### src/rtl/reg_port_arb.sv
// reg_port_arb: round-robin arbiter sharing one local register-access port
// (cs/we/addr/data, rdata back) between NUM_REQ requesters. Each access is
// sequenced through a fixed-latency protocol: IDLE -> ACCESS (-> RD_WAIT ->
// RD_DONE for reads) -> IDLE.
// Optional feature: define REG_PORT_ARB_PRIO0_EN to give requester 0 absolute
// priority; the remaining requesters keep sharing round-robin.
module reg_port_arb #(
  parameter int NUM_REQ = 2,
  parameter int ADDR_W  = 32,
  parameter int DATA_W  = 32,
  parameter int RD_LAT  = 1
) (
  input  logic                      i_pclk,
  input  logic                      i_presetn,
  input  logic [NUM_REQ-1:0]        i_req,
  input  logic [NUM_REQ-1:0]        i_we,
  input  logic [NUM_REQ*ADDR_W-1:0] i_addr,
  input  logic [NUM_REQ*DATA_W-1:0] i_wdata,
  output logic [NUM_REQ-1:0]        o_gnt,
  output logic [NUM_REQ-1:0]        o_rvalid,
  output logic [DATA_W-1:0]         o_rdata,
  output logic                      o_busy,
  output logic                      o_cs,
  output logic                      o_we,
  output logic [ADDR_W-1:0]         o_addr,
  output logic [DATA_W-1:0]         o_data,
  input  logic [DATA_W-1:0]         i_data
);

  localparam int ID_W  = (NUM_REQ > 1) ? $clog2(NUM_REQ) : 1;
  localparam int SUM_W = ID_W + 1;
  localparam int LAT_W = 3;

  typedef enum logic [1:0] {
    S_IDLE    = 2'd0,
    S_ACCESS  = 2'd1,
    S_RD_WAIT = 2'd2,
    S_RD_DONE = 2'd3
  } state_t;

  state_t           state, state_nxt;
  logic [ID_W-1:0]  ptr;
  logic [ID_W-1:0]  ptr_nxt;
  logic [ID_W-1:0]  win_id;
  logic [ID_W-1:0]  pick_id;
  logic             pick_vld;
  logic             cmd_we;
  logic [LAT_W-1:0] lat_cnt;

  // Winner search: first requesting index starting at ptr, wrapping mod NUM_REQ.
  always_comb begin
    logic [SUM_W-1:0] sum;
    logic [ID_W-1:0]  idx;
    // NOTE: every variable written here gets a default first, so no path
    // leaves it unassigned and no latch is inferred.
    pick_id  = '0;
    pick_vld = 1'b0;
    sum      = '0;
    idx      = '0;
    for (int i = 0; i < NUM_REQ; i++) begin
      sum = {1'b0, ptr} + SUM_W'(i);
      if (sum >= SUM_W'(NUM_REQ)) sum = sum - SUM_W'(NUM_REQ);
      idx = sum[ID_W-1:0];
      if (!pick_vld && i_req[idx]) begin
        pick_vld = 1'b1;
        pick_id  = idx;
      end
    end
`ifdef REG_PORT_ARB_PRIO0_EN
    if (i_req[0]) pick_id = '0;
`endif
  end

  // Pointer advance: the index just after the current winner, wrapping to 0.
  always_comb begin
    ptr_nxt = (win_id == ID_W'(NUM_REQ - 1)) ? '0 : win_id + 1'b1;
  end

  // State register.
  always_ff @(posedge i_pclk or negedge i_presetn) begin
    if (!i_presetn) state <= S_IDLE;
    // NOTE: sequential state uses non-blocking assignments so every flop
    // samples pre-edge values regardless of block ordering.
    else            state <= state_nxt;
  end

  // Command latch, round-robin pointer, read-latency counter and read data.
  always_ff @(posedge i_pclk or negedge i_presetn) begin
    if (!i_presetn) begin
      ptr     <= '0;
      win_id  <= '0;
      cmd_we  <= 1'b0;
      o_addr  <= '0;
      o_data  <= '0;
      lat_cnt <= '0;
      o_rdata <= '0;
    end else begin
      case (state)
        S_IDLE: begin
          // o_addr/o_data double as the latched command, so they only move
          // when a new access is accepted and hold otherwise.
          if (pick_vld) begin
            win_id <= pick_id;
            cmd_we <= i_we[pick_id];
            o_addr <= i_addr[pick_id*ADDR_W +: ADDR_W];
            o_data <= i_wdata[pick_id*DATA_W +: DATA_W];
          end
        end
        S_ACCESS: begin
`ifdef REG_PORT_ARB_PRIO0_EN
          // A requester-0 grant leaves the shared rotation untouched.
          if (win_id != '0) ptr <= ptr_nxt;
`else
          ptr <= ptr_nxt;
`endif
          lat_cnt <= LAT_W'(RD_LAT - 1);
        end
        S_RD_WAIT: begin
          if (lat_cnt != '0) lat_cnt <= lat_cnt - 1'b1;
          else               o_rdata <= i_data;
        end
        default: ;
      endcase
    end
  end

  // Next-state and port/handshake outputs decoded from the current state.
  always_comb begin
    state_nxt = state;
    o_cs      = 1'b0;
    o_we      = 1'b0;
    o_gnt     = '0;
    o_rvalid  = '0;
    o_busy    = (state != S_IDLE);
    case (state)
      S_IDLE: begin
        if (pick_vld) state_nxt = S_ACCESS;
      end
      S_ACCESS: begin
        o_cs          = 1'b1;
        o_we          = cmd_we;
        o_gnt[win_id] = 1'b1;
        state_nxt     = cmd_we ? S_IDLE : S_RD_WAIT;
      end
      S_RD_WAIT: begin
        if (lat_cnt == '0) state_nxt = S_RD_DONE;
      end
      S_RD_DONE: begin
        o_rvalid[win_id] = 1'b1;
        state_nxt        = S_IDLE;
      end
      default: state_nxt = S_IDLE;
    endcase
  end

endmodule

### config.mk
export PLATFORM = sky130hd
export DESIGN_NAME = reg_port_arb
export DESIGN_NICKNAME = d
export VERILOG_FILES = /design/src/rtl/reg_port_arb.sv
export SDC_FILE = /design/constraint.sdc
export NUM_CORES = 1
export LEC_CHECK = 0
export CAP_MARGIN = 15
export CORE_ASPECT_RATIO = 1.2
export CORE_MARGIN = 1
export CORE_UTILIZATION = 37
export DETAILED_ROUTE_END_ITERATION = 8
export GPL_ROUTABILITY_DRIVEN = 0
export PLACE_DENSITY = 0.77
export SLEW_MARGIN = 10
export SYNTH_ARGS = -nofsm -noshare
export SYNTH_HDL_FRONTEND = slang
export SYNTH_SLANG_ARGS = --single-unit
### constraint.sdc
create_clock -name i_pclk -period 2.6 [get_ports i_pclk]
set_input_delay 0.52 -clock i_pclk [delete_from_list [all_inputs] [get_ports i_pclk]]
set_output_delay 0.52 -clock i_pclk [all_outputs]
set_load 0.005 [all_outputs]
-- After elaboration in Yosys (flattened, before gate mapping)
Cells that the tools add are included.
- bits in registers: 104
- bits in latches: 0
- bits in writable memories: 0
- ROM bits: 0
- memories: 0
- add/subtract/negate cells: 5
- multipliers: 0
- div/mod/pow operators: 0
- order comparisons: 7
- equality and inequality tests: 6
- shift operators: 2
- multiplexer cells: 25
- bitwise operators: 1
- reduce and logical (&&, ||, !) cells: 12
- operators with widths (kind ; number):
    indexed part select 64 x 7 -> 32 bit ; 2
    two-way mux 1 bit ; 16
    two-way mux 2 bit ; 5
    < comparator 1 x 2 -> 1 bit (second input constant) ; 4
    case mux 2 bit (4 select lines) ; 1
    AND reduction 2 bit ; 4
    != test 2 bit (second input constant) ; 3
    case mux 3 bit (2 select lines) ; 1
    == test 2 bit (second input constant) ; 2
    nonzero test 2 bit ; 2
    zero test 3 bit ; 1
    two-way mux 3 bit ; 1
    nonzero test 3 bit ; 1
    subtractor 3 x 1 -> 3 bit (second input constant) ; 1
    adder 1 x 1 -> 2 bit (second input constant) ; 1
    == test 2 x 1 -> 1 bit (second input constant) ; 1
    greater-or-equal comparator 1 x 2 -> 1 bit (second input constant) ; 1
    greater-or-equal comparator 2 bit (second input constant) ; 1
    logical AND 1 bit ; 2
    zero test 2 bit ; 1
    subtractor 1 bit (second input constant) ; 2
    adder 1 bit (second input constant) ; 1
    demux 1 bit (select 1 bit) ; 1
    greater-or-equal comparator 1 bit (second input constant) ; 1
    other kinds (2) ; 2

-- Logic depth before layout (Yosys ltp)
Gate-level depths: netlist (run 1).
- word-level depth: 10
- depth in mapped cells: 8
- depth with buffers taken out: 6

-- Least setup slack after synthesis (run 1)
Ideal clock, no wire load.
- kind: register to register
- start point: reg lat_cnt[0]
- end point: reg o_rdata[10]
- arrival: 1600 ps
- required time: 2475 ps
- slack: 875 ps
- stages on the path, launching flop included: 9
- path buffers: 2
- clock period less this slack: 1725 ps
- path through: dfrtp_1 > inv_1 > ha_1 > ha_1 > inv_1 > or2_1 > buf_6 > buf_6 > mux2_4
- word-level cells in the longest chain between the ends: 3
- RTL lines (element ; line ; text):
    start: declaration ; 48 ; logic [LAT_W-1:0] lat_cnt;
    start signal: assignment ; 116 ; lat_cnt <= LAT_W'(RD_LAT - 1);
    start signal: assignment ; 119 ; if (lat_cnt != '0) lat_cnt <= lat_cnt - 1'b1;
    nonzero test 3 bit ; 119 ;
    inverter 1 bit (no line) ; - ;
    AND reduction 2 bit (no line) ; - ;
    end signal: assignment ; 120 ; else o_rdata <= i_data;
    end: declaration ; 21 ; output logic [DATA_W-1:0] o_rdata,
No other way between the ends.
A chain may end at the register's enable or synchronous reset.

-- Worst setup path in the final report (run 1)
- start point: reg state[0]
- end point: out o_gnt[1]
- word-level cells in the longest chain between the ends: 2
- RTL lines (element ; line ; text):
    start: declaration ; 41 ; state_t state, state_nxt;
    start signal: assignment ; 84 ; else state <= state_nxt;
    == test 2 x 1 -> 1 bit ; 135 ; case (state)
    two-way mux 2 bit ; 135 ;
    end: declaration ; 19 ; output logic [NUM_REQ-1:0] o_gnt,
No other way between the ends.

==> metrics.txt, run 1 <==
status complete, no violations; Net count, final 896; clk_lat worst skew 350 ps; Post-Syn Nets 660; RR Endpoint o_rdata[0]; Max Cap Viol 0; Setup Fix Bufs, Post-CTS 0; ANT nets after route 0; DRT iter0 DRCs 246; pre-CTS setup slack 289 ps; CP cell instances nand2b_1 -> inv_1 -> and2_1 -> clkdlybuf4s50_1; Initial Utilization 38.6%; reg2reg setup slack 290 ps; YS warnings 0; #FFs+latches synth 104; total CTS buffers 9; worst slew pin tran 1060 ps; die width 108 um; CTS Sinks roughly 100; DRC errors left 0; CTS tree yes; FILL cells 1,080; CTS Hold Bufs 0; Port Buffers 268; clock skew 7.22 ps; Post-Syn Instances 492; Peak Freq 0.410 GHz; layout cells sized above 1 9.43%; pin count of the biggest net entering global routing 66; # H-tree levels 3; IO Pins ~270; Via density 5.64; post-synth top area share 52.5%; row cnt 45; worst relative slew slack 29.5%; post-synthesis sequential area ratio 52.5%; count of different cell masters after synthesis 28; Reg clk slew, reported paths approximately 70 ps; Critical Path Start state[0]; final WL approximately 17,000 um; post-route setup TNS 0 ps; CP endpoint kind output port; Bufs on Longest Clock Path 2; post-place instance area 7740 um^2; Final min period 2440 ps; Lkg Pwr 3.23 nW; CP max-delay cell dfrtp_1; worst hold slack 190 ps; Slew Limit Fails 0; initial antenna violation count 0; synth top area cells dfrtp_1 (53%), mux2_4 (8.8%), a31oi_1 (8.2%), a21oi_1 (6.7%), nand3_1 (6.6%); Core Area 12,800 um^2; post_cts resized 0; r2r worst-path depth 6; Inserted Diodes 0; Setup WS post-layout around 160 ps; design area 8000 um^2; GR Util All Layers around 25%; Final Hold Vio Count 0; DR WL/cell 19.1 um; DIE AREA 13,900 um^2; RSZ-0062 raised after global routing false; peak supply drop 0.640 mV; worst hold path type in -> async; critical path type reg -> out; Die H 129 um; multi-input gate area in the final layout between 2000 and 2500 um^2; leading cell types in the layout, fill and taps excluded clkdlybuf4s50_1 (266), dfrtp_1 (104), a21oi_1 (66), nand3_1 (65), a31oi_1 (65); routed via count 5,051; Required @ worst endpoint approximately 2100 ps; first-pass GRT wire length 26,300 um; CP Capture Point o_gnt[1]; FF+latch area 2600 um^2; Final HPWL DP 12,100 um; vias in the first global route 5,251; Congestion Overflow GR 0; Detailed Routing Iterations Pass 1 4; Cell Pwr Density 1060 nW/um^2; Tcrit/Tclk final a little over nine tenths; startpoint types flip-flop; Avg Inst Size Synth 10.1 um^2; Cell Area, Synth ~5000 um^2; RR Startpoint lat_cnt[0]; post-synth top area cell dfrtp_1; most common cell after layout, fill and taps aside clkdlybuf4s50_1; clock root buffer master clkbuf_16; critical path fanouts, max 12; Area Growth Syn to Fin 61.4%; max incr delay on CP 600 ps; final setup fails 0; Critical Path AT 1920 ps
-- registers in the layout, summed over array words and instances (netlist names), named ones only --
signal	cells
state	1
cmd_we	1
lat_cnt	3
o_data	32
o_addr	32
o_rdata	32
win_id	1
ptr	1
-- synth_stat cells, drive strengths merged --
cell type	n
nor2	5
inv	7
a22o	3
buf	25
nor3	2
mux2	32
a21oi	66
nand2b	3
or2	2
clkbuf	31
nand3	65
nand2	5
and2b	1
a21o	2
o31ai	2
and2	3
o21ai	66
a31oi	65
dfrtp	104
ha	2
and3	1
-- cell type report --
| type | count | share of cell area [%] |
|---|---|---|
| clock inverter | 6 | 0.469 |
| clock buffer | 9 | 2.82 |
| sequential | 104 | 32.5 |
| multi-input combinational | 325 | 25.8 |
| inverter | 7 | 0.328 |
| tap | 164 | 2.57 |
| timing repair buffer | 281 | 35.4 |
-- worst min path at each step --
stage / end / slack [ps] / cells after the start
finish: o_rdata[20] / 190 / 1
global placement: o_rdata[1] / 490 / 1
floorplan: asynchronous set/reset pin / 220 / 0
detailed placement: o_rdata[25] / 500 / 1
CTS: o_rdata[20] / 210 / 1
global route: o_rdata[20] / 240 / 1
-- logic make-up after synthesis --
family	after synthesis	share of synthesized area, %
flip-flops	104	52.5
multiplexers	32	9.47
adder cells (fa/ha/maj)	2	0.505
AO/OA/AOI/OAI	204	22.7
AND/OR/NAND/NOR	87	8.86
buffers and inverters	63	5.98
-- where the power goes --
part	internal, mW	switching [mW]	total (mW)
Combinational	2.56	1.72	4.28
Sequential	2.43	0.529	2.96
Clock	0.639	0.595	1.23
-- metrics by stage --
| step | instances | power [mW] | utilization, % |
|---|---|---|---|
| 2_1_floorplan | 492 | 4.79 | - |
| 3_3_place_gp | 881 | 7.09 | 60.3 |
| 3_5_place_dp | 881 | 7.25 | 60.3 |
| 4_1_cts | 896 | 8.52 | 62.3 |
| 5_1_grt | 896 | 9.01 | 62.3 |
| 6_report | 896 | 8.47 | 62.3 |
-- critical path, delay by kind of cell (launching register included) --
kind          cells  cell delay (ps)
buf+inv           2              670
simple gates      2              320
flops             1              600
-- metal layers --
metal / global-route usage, % / part of all wire [%]
met1: 27.4 / 38
met2: 43.2 / 50
met3: 6.33 / 8.5
met4: 12.6 / 3.7
met5: 0 / 0
Note: power is estimated with default switching activity, not from simulation.
==> run 2, diff against run 1 <==
Settings changed: ABC_CLOCK_PERIOD_IN_PS from default to 2600, CAP_MARGIN 15 to 20, REMOVE_ABC_BUFFERS from default to 1.
==> run 2 against run 1 <==
  * Core utilization grew 0.93 points
  * Sequential power is essentially flat
  * Wire length grew 2.3%
  * Via count shrank 1.0%
  * Worst hold slack lost 55 ps
  * Register-to-register slack gained 260 ps
  * Count of clock-buffer cells in the layout grew 1
  * Clock skew is essentially flat
  * Clock power grew 35%
==> metrics.txt, run 2 (synthesized netlist as in run 1, its figures left out) <==
status complete, no violations; worst hold path type in -> async; total power draw 8.92 mW; RR Startpoint lat_cnt[0]; Net count, final 898; Tcrit/Tclk final 94.6%; CP endpoint kind output port; Final HPWL DP 12,400 um; CTS tree yes; final WL 17,500 um; Lkg Pwr 3.29 nW; wire length on met2 between 8000 and 9000 um; worst hold slack 135 ps; Bufs on Longest Clock Path 2; DR WL/cell 19.4 um; Non-Filler Instances 899; peak supply drop 0.601 mV; worst relative slew slack 52.6%; Area Growth Syn to Fin 63.8%; RSZ-0062 raised after global routing false; critical path type reg -> out; Inserted Diodes 0; row cnt 45; DIE AREA roughly 14,000 um^2; layout cells sized above 1 9.66%; worst slew pin tran 711 ps; Initial Utilization between 30% and 40%; Slew Limit Fails 0; Die H about 130 um; RR Endpoint o_rdata[30]; Congestion Overflow GR 0; reg2reg setup slack 550 ps; total CTS buffers 9; startpoint types flip-flop; Cells after DPL between 800 and 900; most common cell after layout, fill and taps aside clkdlybuf4s50_1; DRT iter0 DRCs 269; Required @ worst endpoint 2080 ps; GR Util All Layers 24.7%; clock root buffer master clkbuf_16; ANT nets after route 0; final setup fails 0; critical path fanouts, max 12; Core Area 12,800 um^2; Cell Pwr Density 1100 nW/um^2; WL met3 1490 um; IO Pins 269; vias in the first global route 5,032; DR top layer met4; Setup Fix Bufs, Post-CTS 0; Reg clk slew, reported paths roughly 70 ps; DRT met1 WL 6820 um; FILL cells just over 1k; # H-tree levels 3; die width 108 um; Max Cap Viol 0; r2r worst-path depth 7; leading cell types in the layout, fill and taps excluded clkdlybuf4s50_1 (266), dfrtp_1 (104), a21oi_1 (66), nand3_1 (65), a31oi_1 (65); Peak Freq between 0.4 and 0.5 GHz; Final min period 2460 ps; Critical Path AT 1940 ps; clk_lat worst skew between 300 and 400 ps; first-pass GRT wire length 26,200 um; DRC errors left 0; Detailed Routing Iterations Pass 1 5; Largest regs o_addr (32), o_data (32), o_rdata (32); routed via count ~5.0k; post_cts resized 0; pin count of the biggest net entering global routing 67; Port Buffers 268; Via density 5.56; initial antenna violation count 0; CTS Hold Bufs 0; clock skew 7.03 ps; CTS Sinks 104; Final Hold Vio Count 0
==> run 2: metrics by stage <==
stage / TNS (ps) / cell area (um^2) / worst slack, ps / utilization (%)
floorplan: -85060 / 4690 / -1320 / -
global placement: 0 / 7750 / 406 / 60.4
detailed placement: 0 / 7750 / 386 / 60.4
CTS: 0 / 8120 / 146 / 63.2
global route: 0 / 8120 / 59.9 / 63.2
finish: 0 / 8120 / 139 / 63.2
==> run 2: worst max-delay path: stages (launching register included) <==
cell and delay (ps):
dfrtp_1 600, nand2b_1 160, inv_1 140, and2_1 160, clkdlybuf4s50_1 540
==> run 2: final cells by class <==
cell class / count / area, um^2 / share of cell area (%)
multi-input cells: 325 / 2070 / 25.5
flip-flops and latches: 104 / 2600 / 32.1
inverters: 7 / 26.3 / 0.324
repair buffers: 283 / 2850 / 35.1
clock inverters: 6 / 138 / 1.70
well taps: 164 / 205 / 2.53
clock buffers: 10 / 229 / 2.82
==> run 2: where the power goes <==
part | switching [mW] | internal (mW)
clock | 0.609 | 1.05
combinational | 1.74 | 2.56
sequential | 0.540 | 2.43
==> run 2: worst max-delay path by stage <==
stage / start / cells after the start / slack [ps] / end
6_report: state[0] / 4 / 140 / o_gnt[1]
5_1_grt: state[0] / 4 / 60 / o_gnt[1]
4_1_cts: state[0] / 4 / 150 / o_gnt[1]
3_5_place_dp: i_req[0] / 5 / 390 / o_data[26]
3_3_place_gp: i_req[0] / 5 / 410 / o_data[19]
2_1_floorplan: i_req[1] / 3 / -1320 / o_data[28]
==> run 2: routing by layer <==
metal / up-vias / track usage, %
li1: 2285 / -
met1: 2401 / 29.4
met2: 276 / 43.3
met3: 38 / 5.62
met4: 0 / 9.11
met5: - / 0
==> run 3, diff against run 2 <==
Settings changed: SLEW_MARGIN 10 to 20.
==> results of run 3 <==
Same layout as run 2: the final DEF is identical, and so are final timing and power.
